`config.mk`:
```
export PLATFORM = sky130hd
export DESIGN_NAME = bramac_job_sched
export DESIGN_NICKNAME = d
export VERILOG_FILES = /design/src/rtl/bramac_pkg.sv /design/src/rtl/bramac_act_fifo.sv /design/src/rtl/bramac_job_sched.sv
export SDC_FILE = /design/constraint.sdc
export NUM_CORES = 1
export LEC_CHECK = 0
export CELL_PAD_IN_SITES_DETAIL_PLACEMENT = 2
export CELL_PAD_IN_SITES_GLOBAL_PLACEMENT = 2
export CORE_ASPECT_RATIO = 1.75
export CORE_MARGIN = 8
export CORE_UTILIZATION = 45
export CTS_CLUSTER_DIAMETER = 80
export CTS_CLUSTER_SIZE = 12
export DETAILED_ROUTE_END_ITERATION = 8
export HOLD_SLACK_MARGIN = 0.1
export PLACE_DENSITY_LB_ADDON = 0.1
export SETUP_SLACK_MARGIN = 0.3
export SLEW_MARGIN = 0
export SYNTH_ARGS = -nofsm -noshare
export SYNTH_HDL_FRONTEND = slang
export SYNTH_SLANG_ARGS = --single-unit
```
`constraint.sdc`:
```
create_clock -name clk -period 7.5 [get_ports clk]
set_clock_uncertainty 0.05 [all_clocks]
set_input_delay 1.5 -clock clk [delete_from_list [all_inputs] [get_ports clk]]
set_output_delay 1.5 -clock clk [all_outputs]
set_load 0.01 [all_outputs]
```
`src/rtl/bramac_pkg.sv`:
```
// Shared definitions for the BrAMAC job scheduler: instruction word layout,
// mode encodings, precision lookup and the scheduler state enum.
// DWIDTH (instruction word width) falls back to 40 when no defines file set it.
`ifndef DWIDTH
`define DWIDTH 40
`endif

package bramac_pkg;

    // Instruction word bit positions
    localparam int INST_RESET   = 24;
    localparam int INST_START   = 23;
    localparam int INST_DONE    = 22;
    localparam int INST_COPY    = 21;
    localparam int INST_MODE_LO = 19;
    localparam int INST_ROW_LO  = 12;
    localparam int INST_COL1_LO = 10;
    localparam int INST_COL2_LO = 8;
    localparam int INST_IN_LO   = 0;

    // Field widths
    localparam int MODE_W = 2;
    localparam int ROW_W  = 7;
    localparam int COL_W  = 2;
    localparam int IN_W   = 8;

    typedef enum logic [1:0] {
        MODE_ILL = 2'b00,
        MODE_2B  = 2'b01,
        MODE_4B  = 2'b10,
        MODE_8B  = 2'b11
    } mode_e;

    typedef enum logic [3:0] {
        S_IDLE, S_FILL, S_START, S_MODE, S_W1, S_W2, S_RUN, S_READ, S_CLR
    } state_e;

    // Operand precision in bits for a mode; 0 for the illegal encoding
    function automatic logic [3:0] prec(input logic [1:0] m);
        case (m)
            MODE_2B: prec = 4'd2;
            MODE_4B: prec = 4'd4;
            MODE_8B: prec = 4'd8;
            default: prec = 4'd0;
        endcase
    endfunction

endpackage

```
`src/rtl/bramac_act_fifo.sv`:
```
// Show-ahead synchronous activation FIFO with occupancy count.
// dout_o always presents the head entry; push is dropped when full and
// pop is dropped when empty.
module bramac_act_fifo #(
    parameter int DEPTH = 16,
    parameter int AW    = (DEPTH > 1) ? $clog2(DEPTH) : 1
) (
    input  logic          clk_i,
    input  logic          rst_i,
    input  logic          push_i,
    input  logic          pop_i,
    input  logic [7:0]    din_i,
    output logic [7:0]    dout_o,
    output logic          full_o,
    output logic [AW:0]   count_o
);

    logic [7:0]    mem_q [DEPTH];
    logic [AW-1:0] wr_q, rd_q;
    logic [AW:0]   cnt_q;
    logic          do_push, do_pop;

    assign full_o  = (cnt_q == (AW+1)'(DEPTH));
    assign do_push = push_i && !full_o;
    assign do_pop  = pop_i && (cnt_q != '0);
    assign dout_o  = mem_q[rd_q];
    assign count_o = cnt_q;

    function automatic logic [AW-1:0] nxt(input logic [AW-1:0] p);
        nxt = (p == AW'(DEPTH-1)) ? '0 : p + AW'(1);
    endfunction

    // Storage write; contents need no reset since count gates validity
    always_ff @(posedge clk_i) begin
        if (do_push) mem_q[wr_q] <= din_i;
    end

    // Pointer and occupancy update
    always_ff @(posedge clk_i or posedge rst_i) begin
        if (rst_i) begin
            wr_q  <= '0;
            rd_q  <= '0;
            cnt_q <= '0;
        end else begin
            if (do_push) wr_q <= nxt(wr_q);
            if (do_pop)  rd_q <= nxt(rd_q);
            cnt_q <= cnt_q + (AW+1)'(do_push) - (AW+1)'(do_pop);
        end
    end

endmodule

```
`src/rtl/bramac_job_sched.sv`:
```
// BrAMAC job scheduler: buffers activations, then sequences one MAC job
// into the cycle-exact 40-bit BrAMAC instruction stream.
// Optional: define BRAMAC_SCHED_PERF_EN to add perf_cycles/perf_stall counters.
module bramac_job_sched
    import bramac_pkg::*;
#(
    parameter int MAX_ITER = 8,
    parameter int ITER_W   = 4,
    parameter int READ_CYC = 1
) (
    input  logic               clk,
    input  logic               reset,
    input  logic               job_valid,
    output logic               job_ready,
    input  logic [1:0]         job_mode,
    input  logic [6:0]         job_row,
    input  logic [1:0]         job_col1,
    input  logic [1:0]         job_col2,
    input  logic [ITER_W-1:0]  job_niter,
    input  logic               act_valid,
    output logic               act_ready,
    input  logic [7:0]         act_data,
    output logic               comp_en,
    output logic [`DWIDTH-1:0] inst,
    output logic               result_valid,
    output logic               busy,
    output logic               job_err
`ifdef BRAMAC_SCHED_PERF_EN
    ,
    output logic [15:0]        perf_cycles,
    output logic [15:0]        perf_stall
`endif
);

    localparam int DEPTH = 2 * MAX_ITER;
    localparam int CW    = $clog2(DEPTH) + 1;
    localparam int RW    = (READ_CYC > 1) ? $clog2(READ_CYC) : 1;

    state_e            state_q, state_d;
    logic [1:0]        mode_q, col1_q, col2_q;
    logic [6:0]        row_q;
    logic [ITER_W-1:0] niter_q, k_q;
    logic [3:0]        c_q;
    logic [RW-1:0]     rd_q;
    logic              err_q;

    logic [CW-1:0]     fifo_cnt;
    logic [7:0]        fifo_dout;
    logic              fifo_full, pop;
    logic              job_xfer, legal, enough, last, is_add, is_acc, rd_last;
    logic [3:0]        p_bits;
    logic [6:0]        row_nxt;

    bramac_act_fifo #(.DEPTH(DEPTH)) u_fifo (
        .clk_i   (clk),
        .rst_i   (reset),
        .push_i  (act_valid),
        .pop_i   (pop),
        .din_i   (act_data),
        .dout_o  (fifo_dout),
        .full_o  (fifo_full),
        .count_o (fifo_cnt)
    );

    assign job_xfer  = job_valid && job_ready;
    assign legal     = (job_mode != MODE_ILL) && (job_niter != '0) &&
                       ({{(32-ITER_W){1'b0}}, job_niter} <= 32'(MAX_ITER));
    assign enough    = {{(32-CW){1'b0}}, fifo_cnt} >= {{(31-ITER_W){1'b0}}, niter_q, 1'b0};
    assign p_bits    = prec(mode_q);
    assign last      = (k_q == niter_q - ITER_W'(1));
    assign is_add    = (state_q == S_RUN) && (c_q == p_bits + 4'd1);
    assign is_acc    = (state_q == S_RUN) && (c_q == p_bits + 4'd2);
    assign rd_last   = (rd_q == RW'(READ_CYC - 1));
    // W1 row of the next iteration; 7-bit wrap is intentional
    assign row_nxt   = row_q + 7'({k_q, 1'b0}) + 7'd2;

    assign job_ready = (state_q == S_IDLE);
    assign act_ready = !fifo_full;
    assign job_err   = err_q;

    // State register
    always_ff @(posedge clk or posedge reset) begin
        if (reset) state_q <= S_IDLE;
        else       state_q <= state_d;
    end

    // Next-state logic
    always_comb begin
        state_d = state_q;
        case (state_q)
            S_IDLE:  if (job_xfer && legal) state_d = S_FILL;
            S_FILL:  if (enough) state_d = S_START;
            S_START: state_d = S_MODE;
            S_MODE:  state_d = S_W1;
            S_W1:    state_d = S_W2;
            S_W2:    state_d = S_RUN;
            S_RUN:   if (is_acc && last) state_d = S_READ;
            S_READ:  if (rd_last) state_d = S_CLR;
            S_CLR:   state_d = S_IDLE;
            default: state_d = S_IDLE;
        endcase
    end

    // Output decode: instruction word, FIFO pop and status flags
    always_comb begin
        inst         = '0;
        pop          = 1'b0;
        busy         = (state_q != S_IDLE) && (state_q != S_FILL);
        comp_en      = busy;
        result_valid = (state_q == S_READ);
        if (busy) begin
            inst[INST_MODE_LO +: MODE_W] = mode_q;
            inst[INST_COL1_LO +: COL_W]  = col1_q;
            inst[INST_COL2_LO +: COL_W]  = col2_q;
        end
        case (state_q)
            S_START: inst[INST_START] = 1'b1;
            S_W1, S_W2: begin
                pop = 1'b1;
                inst[INST_ROW_LO +: ROW_W] = (state_q == S_W2) ? row_q + 7'd1 : row_q;
                inst[INST_IN_LO +: IN_W]   = fifo_dout;
            end
            S_RUN: begin
                if ((is_add || is_acc) && !last) begin
                    pop = 1'b1;
                    inst[INST_COPY] = 1'b1;
                    inst[INST_ROW_LO +: ROW_W] = is_acc ? row_nxt + 7'd1 : row_nxt;
                    inst[INST_IN_LO +: IN_W]   = fifo_dout;
                end
                if (is_acc && last) inst[INST_DONE] = 1'b1;
            end
            S_CLR:   inst[INST_RESET] = 1'b1;
            default: ;
        endcase
    end

    // Descriptor latch, reject pulse and iteration/cycle/readout counters
    always_ff @(posedge clk or posedge reset) begin
        if (reset) begin
            mode_q  <= '0;
            row_q   <= '0;
            col1_q  <= '0;
            col2_q  <= '0;
            niter_q <= '0;
            k_q     <= '0;
            c_q     <= '0;
            rd_q    <= '0;
            err_q   <= 1'b0;
        end else begin
            err_q <= job_xfer && !legal;
            if (job_xfer && legal) begin
                mode_q  <= job_mode;
                row_q   <= job_row;
                col1_q  <= job_col1;
                col2_q  <= job_col2;
                niter_q <= job_niter;
            end
            if (state_q == S_W2) begin
                c_q <= '0;
                k_q <= '0;
            end else if (state_q == S_RUN) begin
                if (is_acc && !last) begin
                    c_q <= '0;
                    k_q <= k_q + ITER_W'(1);
                end else begin
                    c_q <= c_q + 4'd1;
                end
            end
            rd_q <= (state_q == S_READ) ? rd_q + RW'(1) : '0;
        end
    end

`ifdef BRAMAC_SCHED_PERF_EN
    logic [15:0] run_q, cyc_q, stall_q;
    assign perf_cycles = cyc_q;
    assign perf_stall  = stall_q;

    // Accept-to-readout latency and fill-stall counters, saturating
    always_ff @(posedge clk or posedge reset) begin
        if (reset) begin
            run_q   <= '0;
            cyc_q   <= '0;
            stall_q <= '0;
        end else begin
            if (job_xfer && legal) begin
                run_q   <= 16'd1;
                stall_q <= '0;
            end else if (busy || state_q == S_FILL) begin
                if (run_q != 16'hFFFF) run_q <= run_q + 16'd1;
            end
            if (state_q == S_FILL && !enough && stall_q != 16'hFFFF)
                stall_q <= stall_q + 16'd1;
            if (state_q == S_READ && rd_q == '0)
                cyc_q <= run_q;
        end
    end
`endif

endmodule

```
-- Word level (Yosys, flattened, before mapping)
Memories as Yosys holds them, arrays and structs flattened.
Cells that the tools add are included.
- shift operators: 0
- equal/unequal tests: 22
- bitwise logic cells: 0
- $mul: 0
- mux-type cells: 31
- magnitude comparators: 2
- reductions and logical operators: 27
- add/sub/neg operators: 14
- div/mod/pow operators: 0
- operators by type and width (operator ; number):
    two-way mux 4 bit ; 13
    case mux 4 bit (8 select lines) ; 1
    two-way mux 7 bit ; 3
    adder 4 x 1 -> 4 bit, second input constant ; 5
    == test 4 x 3 -> 1 bit, second input constant ; 4
    case mux 8 bit (2 select lines) ; 1
    adder 7 x 1 -> 7 bit, second input constant ; 2
    case mux 7 bit (2 select lines) ; 1
    logical AND 1 bit ; 13
    == test 4 bit ; 3
    == test 4 bit, second input constant ; 3
    case mux 4 bit (3 select lines) ; 1
    == test 4 x 2 -> 1 bit, second input constant ; 2
    two-way mux 8 bit ; 1
    nonzero test 4 bit ; 2
    adder 7 x 2 -> 7 bit, second input constant ; 1
    adder 7 x 5 -> 7 bit ; 1
    two-way mux 1 bit ; 7
    nonzero test 2 bit ; 3
    adder 5 x 1 -> 5 bit ; 1
    == test 5 bit, second input constant ; 1
    >= comparator 5 bit ; 1
    nonzero test 5 bit ; 1
    subtractor 5 x 1 -> 5 bit ; 1
    other kinds (18) ; 24
- ROM bits: 0
- bits in registers: 44
- bits of input ports: 29
- bits in latches: 0
- memories kept: 1
- memory bits (writable): 128
- memory list (name ; words ; width ; read ports ; clocked after Yosys merged registers in ; write ports ; RTL line ; source):
    u_fifo.mem_q ; 16 ; 8 ; 1 ; 0 ; 1 ; bramac_act_fifo.sv:18 ; logic [7:0] mem_q [DEPTH];

-- Longest topological paths before layout
Gate-level depths: netlist (run 1).
- depth after elaboration: 11
- gate-level depth with buffers: 16
- mapped depth without buffers: 15

-- By module
Synthesis (run 1) repeated with hierarchy kept, for this count alone.
- cell total of the unflattened synthesis: 577
- area, all modules: 8247.9 um^2
- by module, submodules not included (module ; cells each ; area each (um^2) ; times used):
    bramac_act_fifo ; 297 ; 5713.0 ; 1
    bramac_job_sched ; 280 ; 2534.9 ; 1

-- Worst setup path before layout (run 1)
OpenSTA, ideal clock, no wires.
- kind: reg-to-output
- start point: register mode_q[0]
- end point: output port inst[17]
- data arrival time: 2385 ps
- data required time: 5950 ps
- path buffers: 1
- cell stages (with the launch flop): 9
- path slack: 3565 ps
- path through: dfrtp_1 -> inv_1 -> ha_1 -> xnor2_1 -> or4_4 -> buf_6 -> or4_1 -> xnor2_1 -> o22ai_1
- cells in the longest elaborated chain, start to end: 9
- elaborated cells on any way between the ends: 15
- classes of those cells: 2 x add/sub; 5 x eq/ne; 4 x mux; 4 x reduce/logical
- RTL lines (element ; RTL line ; source):
    start: declaration ; bramac_job_sched.sv:40 ; logic [1:0] mode_q, col1_q, col2_q;
    start signal: assignment ; bramac_job_sched.sv:152 ; mode_q <= job_mode;
    == test 2 bit / == test 2 x 1 -> 1 bit (equally long branches) ; bramac_pkg.sv:40 ; case (m)
    case mux 4 bit (3 select lines) (*) ; bramac_pkg.sv:40 ;
    adder 4 x 1 -> 4 bit / adder 4 x 2 -> 4 bit (equally long branches) ; bramac_job_sched.sv:71, bramac_job_sched.sv:72 ;
    == test 4 bit, on equally long branches ; bramac_job_sched.sv:71, bramac_job_sched.sv:72 ;
    logical AND 1 bit, on equally long branches ; bramac_job_sched.sv:71, bramac_job_sched.sv:72 ;
    logical OR 1 bit ; bramac_job_sched.sv:124 ; if ((is_add || is_acc) && !last) begin
    logical AND 1 bit ; bramac_job_sched.sv:124 ;
    two-way mux 7 bit (*) ; bramac_job_sched.sv:124 ;
    case mux 7 bit (2 select lines) (*) ; bramac_job_sched.sv:116 ; case (state_q)
    end: declaration ; bramac_job_sched.sv:24 ; output logic [`DWIDTH-1:0] inst,
Every way passes the cells marked *; elsewhere a longest branch is shown, timed or not.

-- Worst setup path in the final report (run 1)
- start point: register niter_q[0]
- end point: output port inst[2]
- cells in the longest elaborated chain, start to end: 6
- RTL lines (element ; RTL line ; source):
    start: declaration ; bramac_job_sched.sv:42 ; logic [ITER_W-1:0] niter_q, k_q;
    start signal: assignment ; bramac_job_sched.sv:156 ; niter_q <= job_niter;
    subtractor 4 x 1 -> 4 bit ; bramac_job_sched.sv:70 ; assign last = (k_q == niter_q - ITER_W'(1));
    == test 4 bit ; bramac_job_sched.sv:70 ;
    logical NOT 1 bit ; bramac_job_sched.sv:124 ;
    logical AND 1 bit ; bramac_job_sched.sv:124 ;
    two-way mux 8 bit ; bramac_job_sched.sv:124 ;
    case mux 8 bit (2 select lines) ; bramac_job_sched.sv:116 ;
Every way passes these cells.

==> results.json, run 1 <==
{
  "syn_avg_cell_area_um2": 15.3,
  "tns_ns": 0,
  "ant_nets": 0,
  "track_usage_pct": 20.3,
  "detail_route.wl_per_cell_um": 26.7,
  "clkPwrFrac_pct": 33.1,
  "synthCells": 531,
  "clk_pin_slew_ns": 0.07,
  "start_kind": "flop",
  "gp_congestion": 0.834,
  "rsz0062_at_grt": "no",
  "final_common_cell": "edfxtp_1",
  "cts_resized": 0,
  "required_ns": 5.95,
  "vias_per_cell": 5.70,
  "antenna_found_initial": 0,
  "dp_hpwl_um": 16100,
  "p_int_w": 0.00197,
  "drc": 0,
  "p_switching_w": 0.000799,
  "async_flop_share_pct": 25.6,
  "synth_top_area_cell": "edfxtp_1",
  "ir_drop_mv": 0.228,
  "grt_first_pass_wirelength_um": 33800,
  "n_antenna_cell": 0,
  "status": "completed",
  "hold_class": "flop to flop",
  "layout-drive-gt1-share_pct": 16.5,
  "finalCritPeriodShare_pct": 69.9,
  "ys.flop_type": "edfxtp_1",
  "clockRootBuffer": "clkbuf_16",
  "die_area_um2": 22800,
  "routed-via-count": 4750,
  "finalNetCount": 649,
  "clk_path_buf_depth": 2,
  "yosysWarnings": 0,
  "rows": 65,
  "pwr-share-seq_pct": 45.3,
  "synth.ff_latch_count": 172,
  "synth-edff-count": 128,
  "fmax_mhz": 191,
  "finalCriticalPeriod_ns": 5.24,
  "setup_viol": 0,
  "first_pass_iters": 5,
  "grt-ovfl-total": 0,
  "cts_tree": "done",
  "slew-limit-headroom_pct": 24.2,
  "power_frac_comb_pct": 21.6,
  "synth_top_area_share_pct": 47.3,
  "grt_max_degree": 45,
  "synth_area_leaders": "edfxtp_1 47%, dfrtp_1 14%, mux4_2 11%, ha_1 4.9%, xnor2_1 1.9%",
  "drv_slew": 0,
  "hold_buffers": 0,
  "critical_path.max_fanout": 8,
  "clkLatencyLatePin_ns": 0.44,
  "syn_area_um2": 8130,
  "io_buffers": 59,
  "initial_core_util_pct": 45.4,
  "final_cell_mix": "128 x edfxtp_1, 59 x clkdlybuf4s50_1, 42 x dfrtp_1",
  "powerDensity_nw_per_um2": 292,
  "cap_violations": 0,
  "wl_um": 22200,
  "grt_pass1_vias": 5401,
  "final_util_pct": 53.0,
  "io_pins": 75,
  "drtIter0Drc": 268,
  "arrival_ns": 3.69,
  "numCtsBuffers": 17,
  "postCtsSetupRepairBufs": 0,
  "die_w_um": 118,
  "seq_area_frac_synth_pct": 60.8,
  "max_slew.worst_pin.slew_ns": 1.13,
  "p_sw_share_pct": 28.8,
  "cts_sinks": 172,
  "die_height_um": 194,
  "area_growth_pct": 16.8,
  "synth.distinct_cells": 61,
  "hold_violations": 0,
  "critPathKind": "flop to output pin",
  "htree_levels": 4,
  "core_um2": 17900,
  "p_leak_nw": 3.41,
  "end_kind": "output pin"
}
[synth_stat cells (all sizes together) (3+ instances only)]
library cell	n
dfrtp	44
nor2b	18
and4	3
o22ai	6
a21oi	8
nand2	22
nand4	6
mux4	40
nand3	8
nor4	3
xor2	12
clkbuf	16
a21o	4
edfxtp	128
and2	5
inv	22
a31oi	3
mux2	14
xnor2	18
o211ai	3
nor3	6
ha	32
o21ai	18
o2111ai	3
or4	3
and3	9
nor2	18
buf	23
nand2b	4
[power groups by stage]
stage	registers, W	clock network, W	logic, W
finish	0.00126	0.000917	0.000599
global route	0.00127	0.000964	0.000657
CTS	0.00126	0.000940	0.000621
detailed placement	0.00128	0	0.000613
global placement	0.00127	0	0.000585
floorplan	0.00117	0	0.000502
[kinds of logic after synthesis]
family          share of synthesized area (%)
flops                                    60.8
simple gates                             8.19
buf+inv                                  3.80
compound gates                           4.90
mux                                      13.3
fa+ha+maj                                5.42
xor+xnor                                 3.53
other cells                            0.0461
[critical path, stage by stage (launching register included)]
cell,delay (ns)
dfrtp_1,0.43
inv_1,0.08
ha_1,0.31
xnor2_1,0.14
nor3_1,0.65
a221oi_4,0.22
nor2_1,0.78
nor2b_1,0.11
clkdlybuf4s50_1,0.53
[per-layer routing]
layer / global-route usage [%] / share of wire (%) / up-vias
met2: 38.8 / 58 / 119
li1: - / - / 2108
met3: 3.79 / 2.7 / 49
met5: 0 / 0 / -
met1: 19.3 / 34 / 2474
met4: 12.9 / 5.3 / 0
[registers in the layout, indices dropped and copies added, names as in the netlist]
register and cells:
col2_q 2, col1_q 2, u_fifo.rd_q 4, u_fifo.mem_q 128
mode_q 2, job_err 1, c_q 4, k_q 4
rd_q 1, row_q 7, u_fifo.wr_q 4, niter_q 4
state_q 4, u_fifo.count_o 5
[worst paths after layout]
kind                                  from           endpoint  slack, ns  cells past startpoint
worst max-delay path            niter_q[0]            inst[2]       2.26                      8
worst min-delay path                  rd_q               rd_q       0.43                      1
worst max register to register  niter_q[0]  u_fifo.count_o[4]       3.71                     15
worst min register to register        rd_q               rd_q       0.43                      1
max in group asynchronous            reset     u_fifo.rd_q[0]       5.13                      2
min in group asynchronous            reset             c_q[0]       1.57                      2
[final cells by class]
type / count / area, µm²
Clock buffer: 17 / 425
Fill cell: 1630 / 8400
Sequential cell: 172 / 4950
Tap cell: 234 / 293
Timing Repair Buffer: 61 / 606
Clock inverter: 15 / 190
Multi-Input combinational cell: 312 / 2940
Inverter: 22 / 82.6
[stage by stage]
step	total power [W]	hold slack, ns	cells	setup WS (ns)	area (µm²)
6_report	0.00277	0.429	833	2.26	9490
5_1_grt	0.00289	0.454	833	2.02	9490
4_1_cts	0.00282	0.436	833	2.15	9490
3_5_place_dp	0.00189	0.425	801	2.65	8870
3_3_place_gp	0.00185	0.402	801	2.76	8870
2_1_floorplan	0.00168	0.376	545	3.57	8180
Power figures use the tool's default switching activity.
==> run 2: changes to the inputs <==
--- a/config.mk
+++ b/config.mk
@@ -9,7 +9,7 @@
 export CELL_PAD_IN_SITES_GLOBAL_PLACEMENT = 2
 export CORE_ASPECT_RATIO = 1.75
 export CORE_MARGIN = 8
-export CORE_UTILIZATION = 45
+export CORE_UTILIZATION = 42
 export CTS_CLUSTER_DIAMETER = 80
 export CTS_CLUSTER_SIZE = 12
 export DETAILED_ROUTE_END_ITERATION = 8
==> constraint.sdc (replaced) <==
create_clock -name clk -period 5.1 [get_ports clk]
set_clock_uncertainty 0.05 [all_clocks]
set_input_delay 1.02 -clock clk [delete_from_list [all_inputs] [get_ports clk]]
set_output_delay 1.02 -clock clk [all_outputs]
set_load 0.01 [all_outputs]
==> run 2 against run 1 <==
Net effect: combinational power grew 53%; wire length is 3.9% lower; non-clock buffer count is 6 higher; sequential share of layout area fell by 0.28 points; utilization shrank 2.9 points; worst hold slack worse by 0.018 ns; register-to-register slack lost 2.3 ns.
==> results.json, run 2 (synthesis results as in run 1) <==
{
  "status": "completed",
  "grt_max_degree": 37,
  "area_growth_pct": 17.4,
  "final_common_cell": "edfxtp_1",
  "r2r_slack_ns": 1.44,
  "ir_drop_mv": 0.435,
  "reg2regPathDepth": 15,
  "core_um2": 19000,
  "cts_tree": "done",
  "grt-ovfl-total": 0,
  "p_int_w": 0.00291,
  "numCtsBuffers": 17,
  "finalNetCount": 655,
  "place_ws_ns": 0.972,
  "cts_resized": 0,
  "start_kind": "flop",
  "pwr-share-seq_pct": 44.4,
  "drtIter0Drc": 200,
  "top_register": "u_fifo.mem_q",
  "layout.cells.non_filler": 846,
  "crit_path_end": "inst[4]",
  "htree_levels": 4,
  "slew-limit-headroom_pct": 36.9,
  "timing.rr.end": "u_fifo.count_o[4]",
  "io_pins": 75,
  "wl_um": 21400,
  "first_pass_iters": 6,
  "clockRootBuffer": "clkbuf_16",
  "powerDensity_nw_per_um2": 427,
  "dp_hpwl_um": 16300,
  "crit_start": "mode_q[0]",
  "routed-via-count": 4686,
  "critical_path.max_fanout": 6,
  "placed_cell_area_um2": 8930,
  "finalCriticalPeriod_ns": 4.56,
  "vias_per_cell": 5.54,
  "clkLatencyLatePin_ns": 0.43,
  "fmax_mhz": 219,
  "layout-drive-gt1-share_pct": 16.7,
  "antenna_found_initial": 0,
  "hold_violations": 0,
  "end_kind": "output pin",
  "detail_route.wl_per_cell_um": 25.3,
  "hold_buffers": 0,
  "io_buffers": 59,
  "drv_slew": 0,
  "cts_sinks": 172,
  "cpPeakStageDelay_ns": 0.59,
  "critPathKind": "flop to output pin",
  "arrival_ns": 3.49,
  "max_slew.worst_pin.slew_ns": 0.938,
  "rows": 67,
  "die_area_um2": 24200,
  "largest_reg_flops": 128,
  "gp_congestion": 0.770,
  "postCtsSetupRepairBufs": 0,
  "cp_slowest_cell": "or4_4",
  "setup_viol": 0,
  "rsz0062_at_grt": "no",
  "ant_nets": 0,
  "hold_class": "flop to flop",
  "die_height_um": 200,
  "die_w_um": 121,
  "p_switching_w": 0.00116,
  "reg2reg_from": "niter_q[0]",
  "p_sw_share_pct": 28.5,
  "tns_ns": 0,
  "grt_first_pass_wirelength_um": 32900,
  "drc": 0,
  "power_frac_comb_pct": 22.5,
  "place_inst": 814,
  "required_ns": 4.03,
  "final_cell_mix": "128 x edfxtp_1, 59 x clkdlybuf4s50_1, 43 x dfrtp_1",
  "final_cell_area_um2": 9540,
  "p_leak_nw": 3.44,
  "fin_hold_ws_ns": 0.410,
  "clk_pin_slew_ns": 0.07,
  "worst_slack_ns": 0.540,
  "grt_pass1_vias": 5333,
  "clk_path_buf_depth": 2,
  "clkPwrFrac_pct": 33.1,
  "finalCritPeriodShare_pct": 89.4,
  "track_usage_pct": 18.8,
  "n_antenna_cell": 0,
  "initial_core_util_pct": 42.7,
  "cp_cell_sequence": "inv_1 > ha_1 > xnor2_1 > or4_4 > a221oi_4 > nor2_1 > buf_4 > nor2b_1 > clkdlybuf4s50_1",
  "cap_violations": 0
}
run 2: cell count changes in the layout (fill, tap and decap cells not counted), moves of 2 or more:
cell,change
buf_4,+5
inv_6,+4
clkinv_4,-2
clkinvlp_4,-2
run 2: how the worst min path moves through the flow:
stage	start	to	slack, ns	depth (start not counted)
5_1_grt	rd_q	rd_q	0.43	1
2_1_floorplan	rd_q	rd_q	0.38	1
4_1_cts	rd_q	rd_q	0.41	1
3_5_place_dp	rd_q	rd_q	0.40	1
3_3_place_gp	rd_q	state_q[3]	0.41	1
6_report	rd_q	rd_q	0.41	1
run 2: worst max-delay path: cells and delay by family (launching register included):
| kind | cells | cell delay [ns] |
|---|---|---|
| and+or+nand+nor | 3 | 0.89 |
| DFF | 1 | 0.40 |
| adders and majority gates | 1 | 0.31 |
| xor gates and xnor gates | 1 | 0.14 |
| buffers and inverters | 3 | 0.87 |
| AOI/OAI and AO/OA | 1 | 0.43 |
run 2: layout make-up:
cell class | count | area [µm²]
clock inverter | 15 | 185
clock buffer | 17 | 425
timing repair buffer | 67 | 663
tap | 241 | 302
multi-input combinational | 312 | 2930
inverter | 22 | 82.6
fill | 1755 | 9490
sequential | 172 | 4950
run 2: per-stage QoR:
stage	power, W	util [%]
floorplan	0.00246	-
global placement	0.00274	46.9
detailed placement	0.00278	46.9
CTS	0.00414	50.1
global route	0.00426	50.1
finish	0.00407	50.1
run 2: power groups by stage:
stage          Clock [W]  Combinational [W]  Sequential, W
2_1_floorplan          0           0.000739        0.00173
3_3_place_gp           0           0.000912        0.00183
3_5_place_dp           0           0.000938        0.00184
4_1_cts          0.00138           0.000949        0.00181
5_1_grt          0.00142            0.00101        0.00183
6_report         0.00135           0.000918        0.00181
run 2: routing by layer:
metal / global-route usage [%] / wire length (µm) / share of wire (%) / vias up
li1: - / - / - / 2131
met1: 17.2 / 7040 / 33 / 2423
met2: 37.8 / 13000 / 61 / 99
met3: 3.55 / 532 / 2.5 / 33
met4: 9.23 / 765 / 3.6 / 0
met5: 0 / 0 / 0 / -
==> run 3: changes to the inputs <==
--- a/config.mk
+++ b/config.mk
@@ -20,3 +20,4 @@
 export SYNTH_ARGS = -nofsm -noshare
 export SYNTH_HDL_FRONTEND = slang
 export SYNTH_SLANG_ARGS = --single-unit
+export TNS_END_PERCENT = 5
==> results of run 3 <==
No change in the layout: final DEF, timing and power equal those of run 2.
